### config.mk
export PLATFORM = sky130hd
export DESIGN_NAME = player_motion
export DESIGN_NICKNAME = d
export VERILOG_FILES = /design/src/rtl/player_motion.sv
export SDC_FILE = /design/constraint.sdc
export NUM_CORES = 1
export LEC_CHECK = 0
export CAP_MARGIN = 5
export CORE_MARGIN = 4
export CORE_UTILIZATION = 40
export CTS_CLUSTER_SIZE = 14
export DETAILED_ROUTE_END_ITERATION = 7
export SYNTH_ARGS = -nofsm -noshare
export SYNTH_HDL_FRONTEND = slang
export SYNTH_SLANG_ARGS = --single-unit
### constraint.sdc
create_clock -name clk_40 -period 6.9 [get_ports clk_40]
set_input_delay 1.38 -clock clk_40 [delete_from_list [all_inputs] [get_ports clk_40]]
set_output_delay 1.38 -clock clk_40 [all_outputs]
set_load 0.01 [all_outputs]
### src/rtl/player_motion.sv
// player_motion: per-player horizontal motion and fixed-profile jump, clk_40 domain.
// Build option: define PLAYER_WRAP_EN to make horizontal motion wrap at
// X_MIN/X_MAX instead of saturating there. The default build saturates.
// Outputs carry no handshake: xpos_player/ypos_player/jumping are registered
// and valid on every cycle; consumers sample them whenever they like.
`timescale 1ns/1ps

package state_pkg;
    typedef enum logic [1:0] {
        START   = 2'd0,
        LEVEL_1 = 2'd1,
        FINISH  = 2'd2
    } g_state;
endpackage

module player_motion
    import state_pkg::*;
#(
    parameter int X_START     = 64,
    parameter int Y_GROUND    = 500,
    parameter int X_MIN       = 0,
    parameter int X_MAX       = 760,
    parameter int STEP        = 4,
    parameter int JUMP_HEIGHT = 96,
    parameter int JUMP_STEP   = 4,
    parameter int TICK_DIV    = 666667
)(
    input  logic        clk_40,
    input  logic        rst,
    input  g_state      game_state,
    input  logic        btn_left,
    input  logic        btn_right,
    input  logic        btn_jump,
    output logic [11:0] xpos_player,
    output logic [11:0] ypos_player,
    output logic        jumping,
    output logic [1:0]  dbg_jump_state
);

    localparam int CNT_W = (TICK_DIV > 1) ? $clog2(TICK_DIV) : 1;

    localparam logic [11:0] X_START12  = 12'(X_START);
    localparam logic [11:0] Y_GROUND12 = 12'(Y_GROUND);
    localparam logic [11:0] Y_TOP12    = 12'(Y_GROUND - JUMP_HEIGHT);
    localparam logic [11:0] STEP12     = 12'(STEP);
    localparam logic [11:0] JSTEP12    = 12'(JUMP_STEP);
    localparam logic [11:0] X_LO_LIM   = 12'(X_MIN + STEP);
    localparam logic [11:0] X_HI_LIM   = 12'(X_MAX - STEP);

`ifdef PLAYER_WRAP_EN
    // Running off one edge reappears at the opposite edge.
    localparam logic [11:0] X_LEFT_EDGE  = 12'(X_MAX);
    localparam logic [11:0] X_RIGHT_EDGE = 12'(X_MIN);
`else
    // Running off an edge pins the player against that edge.
    localparam logic [11:0] X_LEFT_EDGE  = 12'(X_MIN);
    localparam logic [11:0] X_RIGHT_EDGE = 12'(X_MAX);
`endif

    typedef enum logic [1:0] {
        GROUND = 2'd0,
        RISE   = 2'd1,
        FALL   = 2'd2
    } jump_state_t;

    logic             left_s1, left_s2;
    logic             right_s1, right_s2;
    logic             jump_s1, jump_s2, jump_prev;
    logic             jump_rise;
    logic [CNT_W-1:0] tick_cnt;
    logic             tick;

    jump_state_t      state_q, state_n;
    logic [11:0]      x_q, x_n;
    logic [11:0]      y_q, y_n;
    logic [11:0]      y_up, y_dn;
    logic             jump_req_q, jump_req_n;
    logic             jumping_q;

    assign jump_rise      = jump_s2 & ~jump_prev;
    assign tick           = (tick_cnt == CNT_W'(TICK_DIV - 1));
    assign xpos_player    = x_q;
    assign ypos_player    = y_q;
    assign jumping        = jumping_q;
    assign dbg_jump_state = state_q;

    // Two-flop synchronizers for the async buttons, plus a history flop for jump edge detect.
    always_ff @(posedge clk_40) begin
        if (!rst) begin
            left_s1   <= 1'b0;
            left_s2   <= 1'b0;
            right_s1  <= 1'b0;
            right_s2  <= 1'b0;
            jump_s1   <= 1'b0;
            jump_s2   <= 1'b0;
            jump_prev <= 1'b0;
        end else begin
            left_s1   <= btn_left;
            left_s2   <= left_s1;
            right_s1  <= btn_right;
            right_s2  <= right_s1;
            jump_s1   <= btn_jump;
            jump_s2   <= jump_s1;
            jump_prev <= jump_s2;
        end
    end

    // Free-running frame tick divider; counts in every game state.
    always_ff @(posedge clk_40) begin
        if (!rst || tick) begin
            tick_cnt <= '0;
        end else begin
            tick_cnt <= tick_cnt + CNT_W'(1);
        end
    end

    // Next position, jump state and pending-jump flag from game state and buttons.
    always_comb begin
        x_n        = x_q;
        y_n        = y_q;
        state_n    = state_q;
        jump_req_n = jump_req_q;
        y_up       = y_q - JSTEP12;
        y_dn       = y_q + JSTEP12;

        case (game_state)
            START: begin
                x_n        = X_START12;
                y_n        = Y_GROUND12;
                state_n    = GROUND;
                jump_req_n = 1'b0;
            end
            LEVEL_1: begin
                // A press is only remembered while standing; it is consumed on take-off.
                if (jump_rise && state_q == GROUND) begin
                    jump_req_n = 1'b1;
                end
                if (tick) begin
                    if (left_s2 && !right_s2) begin
                        x_n = (x_q < X_LO_LIM) ? X_LEFT_EDGE : x_q - STEP12;
                    end else if (right_s2 && !left_s2) begin
                        x_n = (x_q > X_HI_LIM) ? X_RIGHT_EDGE : x_q + STEP12;
                    end

                    case (state_q)
                        GROUND: begin
                            if (jump_req_q) begin
                                y_n        = y_up;
                                state_n    = RISE;
                                jump_req_n = 1'b0;
                            end
                        end
                        RISE: begin
                            if (y_up <= Y_TOP12) begin
                                y_n     = Y_TOP12;
                                state_n = FALL;
                            end else begin
                                y_n = y_up;
                            end
                        end
                        FALL: begin
                            if (y_dn >= Y_GROUND12) begin
                                y_n     = Y_GROUND12;
                                state_n = GROUND;
                            end else begin
                                y_n = y_dn;
                            end
                        end
                        default: state_n = GROUND;
                    endcase
                end
            end
            default: begin
                // FINISH and unencoded states freeze motion; a stale press is dropped.
                jump_req_n = 1'b0;
            end
        endcase
    end

    // Motion and jump state registers; jumping is registered alongside the state.
    always_ff @(posedge clk_40) begin
        if (!rst) begin
            x_q        <= X_START12;
            y_q        <= Y_GROUND12;
            state_q    <= GROUND;
            jump_req_q <= 1'b0;
            jumping_q  <= 1'b0;
        end else begin
            x_q        <= x_n;
            y_q        <= y_n;
            state_q    <= state_n;
            jump_req_q <= jump_req_n;
            jumping_q  <= (state_n != GROUND);
        end
    end

endmodule

==> flow_metrics.tcl, run 1 <==
set metrics [dict create \
    clockBufferDepth 2 \
    area_growth_pct 13.1 \
    r2r_setup_slack_ns 3.87 \
    synth_common_cells "dfxtp_1, nor2_1, nand2_1" \
    cts-buffers-inserted 5 \
    routed_wl_mm 7.94 \
    timing.final.crit_share_pct 49.6 \
    synthXorXnorAreaFrac_pct 6.38 \
    tightestPinTransition_ns 0.837 \
    final_util_pct 47.3 \
    slew_viol_final 0 \
    yosys_warnings 0 \
    yosys.area_share.simple_pct 29.5 \
    antenna_cells 0 \
    rows 32 \
    synth_edf_count 0 \
    synthTopCellsByArea "dfxtp_1, ha_1, nor2_1" \
    placed_area_mm2 0.00362 \
    antenna_left 0 \
    rr_startpoint "ypos_player[2]$_SDFFE_PN1P_" \
    grt_pass1_vias 2758 \
    synth_top_family_by_area "simple AND/OR/NAND/NOR gates" \
    synthMuxAreaShare_pct 0.607 \
    worstPathArrival_ns 3.63 \
    total_power_w 0.000545 \
    cts_tree "built" \
    setup_viol 0 \
    top_usage_layer "met2" \
    cpLargestDelayFamily "buffers and inverters" \
    routedWlPerCell_um 14.9 \
    synthArstFlopShare_pct 0 \
    relSlewSlack_pct 43.7 \
    min_path_type "reg -> reg" \
    post-synth-top-count-cell "dfxtp_1" \
    crit_slowest_cell "clkdlybuf4s50_1" \
    synth_compound_area_share_pct 21.0 \
    route.detailed.drc 0 \
    finalHoldViolCount 0 \
    gp_congestion 0.842 \
    design.core.area_mm2 0.00789 \
    ys_ff_latch 51 \
    hold_depth 1 \
    p_per_area_mw_per_mm2 146 \
    rsz0062_at_grt "no" \
    synth_top_cell_area_share_pct 31.0 \
    fmax_mhz 292 \
    hold_end "jump_s2$_SDFF_PN0_" \
    fp.dieH_um 98.8 \
    via_count 3056 \
    fin_crit_ns 3.42 \
    clk_pin_slew_ns 0.09 \
    ir_worst_vdd_mv 0.108 \
    postLayoutCellArea_mm2 0.00373 \
    rr_worst_depth 8 \
    cts_resized 0 \
    antenna_found_initial 0 \
    drt_iter0_drc 200 \
    yosys.area.top_type "dfxtp_1" \
    insertion_delay_ns 0.31 \
    drv_cap 0 \
    fp.dieW_um 98.8 \
    routed_via_density 5.74 \
    io_buffers 29 \
    crit_cells 5 \
    syn_inst 410 \
    ys_seq_area_share_pct 31.0 \
    grt_util_met1_pct 24.1 \
    dr.pass1.iters 4 \
    clock-sinks 51 \
    start_kind "input port" \
    synthAdderAreaFrac_pct 5.69 \
    grt_pass1_wl_mm 13.6 \
    p_leak_nw 1.35 \
    grtUsageTotal_pct 16.7 \
    status "finished clean" \
    use_met2_pct 24.4 \
    post_cts.repair.setup_buffers 0 \
    cp_data_required_time_ns 7.10 \
    htree_levels 2 \
    overflow 0 \
    grt_max_degree 24 \
    hold_start "jump_s1$_SDFF_PN0_" \
    mappedNetlistArea_mm2 0.00330 \
    path_cells "clkdlybuf4s50_1, nand2_1, or4_1, o31a_1, o32a_1" \
    final_nets 451 \
    cts-root-buf "clkbuf_8" \
    fin_worst_skew_ns 0.00977 \
    crit_path_end_kind "flip-flop" \
    cts_hold_buffers 0 \
    hpwlAfterDp_mm 5.83 \
    cp_num_buf_inv 1 \
    dieArea_mm2 0.00976 \
    crit_fanout 23 \
    start_util_pct 41.8 \
    crit_type "in -> reg" \
    io_pins 34 \
    yosysUniqueCellTypes 67 \
    ys.flop_type "dfxtp_1" \
    slowest_delay_ns 0.90 \
    syn_avg_cell_area_um2 8.04 \
    grt_util_met3_pct 4.67 \
    tns_ns 0 \
    drive_gt1_share_pct 4.42 \
    rr_endpoint "ypos_player[6]$_SDFFE_PN1P_" \
]
==> placed cells by master (no fill, tap or decap), types with 7 or more instances in the layout <==
cell type	count
inv_1	20
and2_1	11
nor4_1	9
xor2_1	12
or3_1	8
clkdlybuf4s50_1	29
nand2_1	36
and3_1	9
nor2_1	39
nor3_1	7
dfxtp_1	51
ha_1	15
nand3_1	18
a21oi_1	19
o21ai_0	8
a31oi_1	8
xnor2_1	12
==> registers in the layout, indices dropped and copies added, names as in the netlist <==
signal,flops
dbg_jump_state,2
jump_prev,1
jump_req_q,1
jump_s1,1
jump_s2,1
jumping,1
left_s1,1
left_s2,1
right_s1,1
right_s2,1
tick_cnt,20
xpos_player,10
ypos_player,10
==> cell families after synthesis <==
family | after synthesis
AO/OA/AOI/OAI | 96
XOR/XNOR | 24
adder cells (fa/ha/maj) | 15
buffers and inverters | 41
flip-flops | 51
multiplexers | 2
other | 1
AND/OR/NAND/NOR | 180
==> cell type report <==
class | count | area (µm²)
Clock buffer | 6 | 72.6
Clock inverter | 2 | 38.8
Fill cell | 776 | 4160
Inverter | 20 | 75.1
Multi-Input combinational cell | 321 | 2100
Sequential cell | 51 | 1020
Tap cell | 102 | 128
Timing Repair Buffer | 30 | 298
==> worst max-delay path by stage <==
stage / start / to
5_1_grt: rst / ypos_player[8]$_SDFFE_PN1P_
6_report: rst / ypos_player[5]$_SDFFE_PN1P_
3_5_place_dp: rst / ypos_player[5]$_SDFFE_PN1P_
2_1_floorplan: game_state[1] / ypos_player[5]$_SDFFE_PN1P_
4_1_cts: rst / ypos_player[5]$_SDFFE_PN1P_
3_3_place_gp: rst / ypos_player[6]$_SDFFE_PN1P_
==> per-layer routing <==
| layer | share of wire (%) | up-vias | wire length [µm] |
|---|---|---|---|
| met5 | 0 | - | 0 |
| met2 | 44 | 83 | 3500 |
| li1 | - | 1522 | - |
| met4 | 1.0 | 0 | 83 |
| met1 | 49 | 1443 | 3880 |
| met3 | 5.9 | 8 | 467 |
==> through the flow <==
step	cells	hold WS [ns]	worst slack [ns]
after global placement	524	0.424	3.12
after detailed placement	524	0.422	3.09
after CTS	532	0.445	3.42
after floorplan	413	0.412	4.08
after global routing	532	0.456	3.08
final	532	0.438	3.48
==> report_power, final <==
group	internal [W]	leakage [nW]	switching (W)	total, W
Clock	0.000110	0.0558	0.000100	0.000210
Combinational	0.0000143	0.884	0.0000192	0.0000335
Sequential	0.000298	0.413	0.00000368	0.000302
Total	0.000422	1.35	0.000123	0.000545
Note: power is estimated with default switching activity, not from simulation.
==> run 2, diff against run 1 <==
Clock period 6.9 ns to 3.4 ns, I/O delays scaled along.
==> flow_metrics.tcl, run 2 (same netlist as run 1, synthesis figures left out) <==
set metrics [dict create \
    status "finished clean" \
    final_common_cell "dfxtp_1" \
    min_path_type "reg -> reg" \
    htree_levels 2 \
    crit_slowest_cell "dfxtp_1" \
    hold_depth 1 \
    ir_worst_vdd_mv 0.137 \
    grtUsageTotal_pct 16.4 \
    cp_num_buf_inv 1 \
    p_leak_nw 1.37 \
    fp.dieW_um 98.8 \
    worstPathArrival_ns 3.11 \
    grt_pass1_wl_mm 13.5 \
    clock-sinks 51 \
    rows 32 \
    final_nets 456 \
    crit_path_end_kind "flip-flop" \
    top_register "tick_cnt" \
    clockBufferDepth 2 \
    fp.dieH_um 98.8 \
    relSlewSlack_pct 55.3 \
    holdWs_ns 0.440 \
    tightestPinTransition_ns 0.669 \
    cts_resized 0 \
    post_cts.repair.setup_buffers 0 \
    dr.pass1.iters 5 \
    routedWlPerCell_um 15.0 \
    fillCellCount 770 \
    p_per_area_mw_per_mm2 279 \
    final_cell_mix "dfxtp_1, nor2_1, nand2_1, clkdlybuf4s50_1, inv_1" \
    grt_max_degree 23 \
    slowest_delay_ns 0.56 \
    largest_register_ff_count 20 \
    finalHoldViolCount 0 \
    timing.final.crit_share_pct 85.6 \
    rsz0062_at_grt "no" \
    path_cells "inv_1, ha_1, o21bai_1, a2111oi_0, nor3_1, a311oi_1, a21oi_1, o32a_1" \
    antenna_cells 0 \
    drt_iter0_drc 188 \
    hpwlAfterDp_mm 5.84 \
    cts_hold_buffers 0 \
    io_pins 34 \
    setup_viol 0 \
    cts-root-buf "clkbuf_8" \
    crit_type "reg -> reg" \
    fin_worst_skew_ns 0.00856 \
    crit_fanout 11 \
    hold_start "right_s1$_SDFF_PN0_" \
    grt_pass1_vias 2740 \
    io_buffers 29 \
    routed_wl_mm 8.06 \
    cts-buffers-inserted 5 \
    drv_cap 0 \
    r2r_setup_slack_ns 0.49 \
    rr_worst_depth 8 \
    design.core.area_mm2 0.00789 \
    rr_startpoint "ypos_player[2]$_SDFFE_PN1P_" \
    overflow 0 \
    fin_crit_ns 2.91 \
    area_growth_pct 13.6 \
    cts_tree "built" \
    start_kind "flip-flop" \
    rr_endpoint "ypos_player[5]$_SDFFE_PN1P_" \
    fmax_mhz 344 \
    insertion_delay_ns 0.31 \
    clk_pin_slew_ns 0.10 \
    gp_congestion 0.887 \
    slew_viol_final 0 \
    cp_data_required_time_ns 3.60 \
    route.detailed.drc 0 \
    antenna_left 0 \
    dieArea_mm2 0.00976 \
    start_util_pct 41.8 \
    cpLargestDelayFamily "compound AO/OA/AOI/OAI gates" \
    via_count 3067 \
    routed_via_density 5.71 \
    tns_ns 0 \
    antenna_found_initial 0 \
    hold_end "right_s2$_SDFF_PN0_" \
    drive_gt1_share_pct 5.52 \
]
run 2: cell count changes in the layout (fill, tap and decap cells not counted):
| cell | change |
|---|---|
| buf_4 | +5 |
| clkinv_4 | +2 |
| inv_6 | -1 |
| bufinv_16 | -1 |
run 2: worst max-delay path by stage:
stage,start,slack [ns],end,depth (start not counted)
finish,ypos_player[2]$_SDFFE_PN1P_,0.49,ypos_player[5]$_SDFFE_PN1P_,8
global route,ypos_player[2]$_SDFFE_PN1P_,0.30,ypos_player[6]$_SDFFE_PN1P_,8
CTS,ypos_player[2]$_SDFFE_PN1P_,0.59,ypos_player[5]$_SDFFE_PN1P_,8
detailed placement,ypos_player[2]$_SDFFE_PN1P_,0.61,ypos_player[5]$_SDFFE_PN1P_,8
global placement,game_state[1],0.64,ypos_player[6]$_SDFFE_PN1P_,6
floorplan,ypos_player[2]$_SDFFE_PN1P_,0.96,ypos_player[5]$_SDFFE_PN1P_,8
run 2: final cells by class:
cell class	instances	area [µm²]	area share [%]
Inverter	20	75.1	2.00
Sequential cell	51	1020	27.3
Clock inverter	2	17.5	0.468
Clock buffer	6	72.6	1.94
Timing Repair Buffer	35	335	8.95
Tap cell	102	128	3.41
Multi-Input combinational cell	321	2100	56.0
run 2: power by group:
part	leakage (nW)	total (W)	switching (W)	internal, W
registers	0.413	0.000612	0.00000716	0.000605
clock network	0.0454	0.000362	0.000214	0.000148
logic	0.910	0.0000719	0.0000408	0.0000312
run 2: per-layer routing:
metal	up-vias	track usage, %	share of wire [%]
met5	-	0	0
met4	0	2.63	0.53
met3	4	3.75	6.3
met2	96	25.3	44
met1	1429	23.6	49
li1	1538	-	-
run 2: worst reg2reg max path: stages (launching register included):
cell       delay (ns)
dfxtp_1          0.56
inv_1            0.18
ha_1             0.32
o21bai_1         0.20
a2111oi_0        0.49
nor3_1           0.17
a311oi_1         0.50
a21oi_1          0.09
o32a_1           0.30
run 2: metrics by stage:
step           cells  setup WS (ns)  area, µm²  power (W)  util (%)
2_1_floorplan    413          0.962       3310   0.000674         -
6_report         537          0.491       3740    0.00105      47.5
3_3_place_gp     529          0.644       3650   0.000697      46.3
4_1_cts          537          0.594       3740    0.00106      47.5
3_5_place_dp     529          0.610       3650   0.000698      46.3
5_1_grt          537          0.304       3740    0.00110      47.5
==> run 3, diff against run 2 <==
Settings changed: CORE_MARGIN 4 to 10.
==> flow_metrics.tcl, run 3 (same netlist as run 1, synthesis figures left out) <==
set metrics [dict create \
    status "finished clean" \
    fp.dieW_um 111 \
    final_nets 455 \
    area_growth_pct 13.7 \
    dieArea_mm2 0.0123 \
    route.detailed.drc 0 \
    cts-buffers-inserted 5 \
    fp.dieH_um 111 \
    final_cell_mix "dfxtp_1, nor2_1, nand2_1, clkdlybuf4s50_1, inv_1" \
    grt_pass1_wl_mm 13.4 \
    via_count 3092 \
    rsz0062_at_grt "no" \
    io_buffers 29 \
    start_util_pct 40.5 \
    rr_startpoint "ypos_player[2]$_SDFFE_PN1P_" \
    slowest_delay_ns 0.54 \
    crit_type "reg -> reg" \
    rr_worst_depth 8 \
    dp_slack_ns 0.589 \
    htree_levels 2 \
    multi_input_area_mm2 0.00210 \
    drt_iter0_drc 178 \
    clock-sinks 51 \
    antenna_found_initial 0 \
    hold_start "jump_s1$_SDFF_PN0_" \
    top_register "tick_cnt" \
    timing.final.crit_share_pct 83.0 \
    hold_depth 1 \
    p_per_area_mw_per_mm2 281 \
    routedWlPerCell_um 14.9 \
    insertion_delay_ns 0.31 \
    crit_fanout 11 \
    fin_worst_skew_ns 0.0136 \
    holdWs_ns 0.435 \
    post_cts.repair.setup_buffers 0 \
    rr_endpoint "ypos_player[6]$_SDFFE_PN1P_" \
    routed_via_density 5.74 \
    fmax_mhz 354 \
    cpLargestDelayFamily "compound AO/OA/AOI/OAI gates" \
    hpwlAfterDp_mm 5.99 \
    clockBufferDepth 2 \
    io_pins 34 \
    cts-root-buf "clkbuf_8" \
    grt_max_degree 23 \
    cts_resized 0 \
    rows 33 \
    r2r_setup_slack_ns 0.58 \
    seqCellArea_mm2 0.00102 \
    cp_num_buf_inv 1 \
    min_path_type "reg -> reg" \
    clk_pin_slew_ns 0.10 \
    crit_path_end_kind "flip-flop" \
    cts_tree "built" \
    ir_worst_vdd_mv 0.175 \
    tightestPinTransition_ns 0.630 \
    dr.pass1.iters 5 \
    largest_register_ff_count 20 \
    path_cells "inv_1, ha_1, o21bai_1, a2111oi_0, nor3_1, a311oi_1, a21oi_1, o32a_1" \
    hold_end "jump_s2$_SDFF_PN0_" \
    antenna_left 0 \
    start_kind "flip-flop" \
    antenna_cells 0 \
    design.core.area_mm2 0.00813 \
    tns_ns 0 \
    cts_hold_buffers 0 \
    drive_gt1_share_pct 5.53 \
    final_common_cell "dfxtp_1" \
    slew_viol_final 0 \
    crit_cells 8 \
    drv_cap 0 \
    setup_viol 0 \
    grt_pass1_vias 2808 \
    worstPathArrival_ns 3.02 \
    total_power_w 0.00105 \
    fin_crit_ns 2.82 \
    setup_ws_ns 0.577 \
    p_leak_nw 1.37 \
    fillCellCount 822 \
    gp_congestion 0.892 \
    crit_slowest_cell "dfxtp_1" \
    overflow 0 \
    grtUsageTotal_pct 12.5 \
    routed_wl_mm 8.03 \
    finalHoldViolCount 0 \
    cp_data_required_time_ns 3.60 \
    relSlewSlack_pct 57.9 \
]
[run 3: changes by cell type in the layout (fill, tap and decap cells not counted)]
cell	previous run	this run
clkinv_2	0	1
clkbuf_1	1	0
clkbuf_8	5	6
inv_6	0	1
buf_4	6	5
clkinv_4	2	0
[run 3: power by group]
part / switching, W / internal [W] / leakage, nW
clock network: 0.000206 / 0.000167 / 0.0516
registers: 0.00000725 / 0.000605 / 0.413
logic: 0.0000396 / 0.0000304 / 0.905
total: 0.000253 / 0.000802 / 1.37
[run 3: worst max-delay path by stage]
stage | from | to | slack (ns)
after floorplan | ypos_player[2]$_SDFFE_PN1P_ | ypos_player[5]$_SDFFE_PN1P_ | 0.96
after global placement | game_state[1] | ypos_player[6]$_SDFFE_PN1P_ | 0.66
after detailed placement | game_state[1] | xpos_player[2]$_SDFFE_PN0P_ | 0.59
after CTS | ypos_player[2]$_SDFFE_PN1P_ | ypos_player[6]$_SDFFE_PN1P_ | 0.65
after global routing | ypos_player[2]$_SDFFE_PN1P_ | ypos_player[6]$_SDFFE_PN1P_ | 0.33
final | ypos_player[2]$_SDFFE_PN1P_ | ypos_player[6]$_SDFFE_PN1P_ | 0.58
[run 3: stage by stage]
stage                     util (%)  cells  area, µm²
after floorplan                  -    413       3310
after global placement        44.9    531       3650
after detailed placement      44.9    531       3650
after CTS                     46.1    539       3750
after global routing          46.1    539       3750
final                         46.1    539       3750
[run 3: final cells by class]
cell class / count / share of cell area, %
multi-input cells: 321 / 55.9
clock buffers: 6 / 2.20
well taps: 105 / 3.51
repair buffers: 34 / 8.75
inverters: 20 / 2.00
flip-flops and latches: 51 / 27.2
clock inverters: 2 / 0.367
[run 3: layer usage]
metal  wire [µm]  global-route usage [%]  vias up  part of all wire [%]
met5           0                       0        -                     0
met4          83                    2.34        0                   1.0
met3         594                    3.46       10                   7.4
met2        3700                    20.7      106                    46
met1        3650                    15.7     1441                    45
li1            -                       -     1535                     -
[run 3: worst register-to-register path, cell delays in order (launching register included)]
cell and delay [ns]:
dfxtp_1 0.54, inv_1 0.17, ha_1 0.32, o21bai_1 0.21
a2111oi_0 0.45, nor3_1 0.15, a311oi_1 0.49, a21oi_1 0.09
o32a_1 0.31
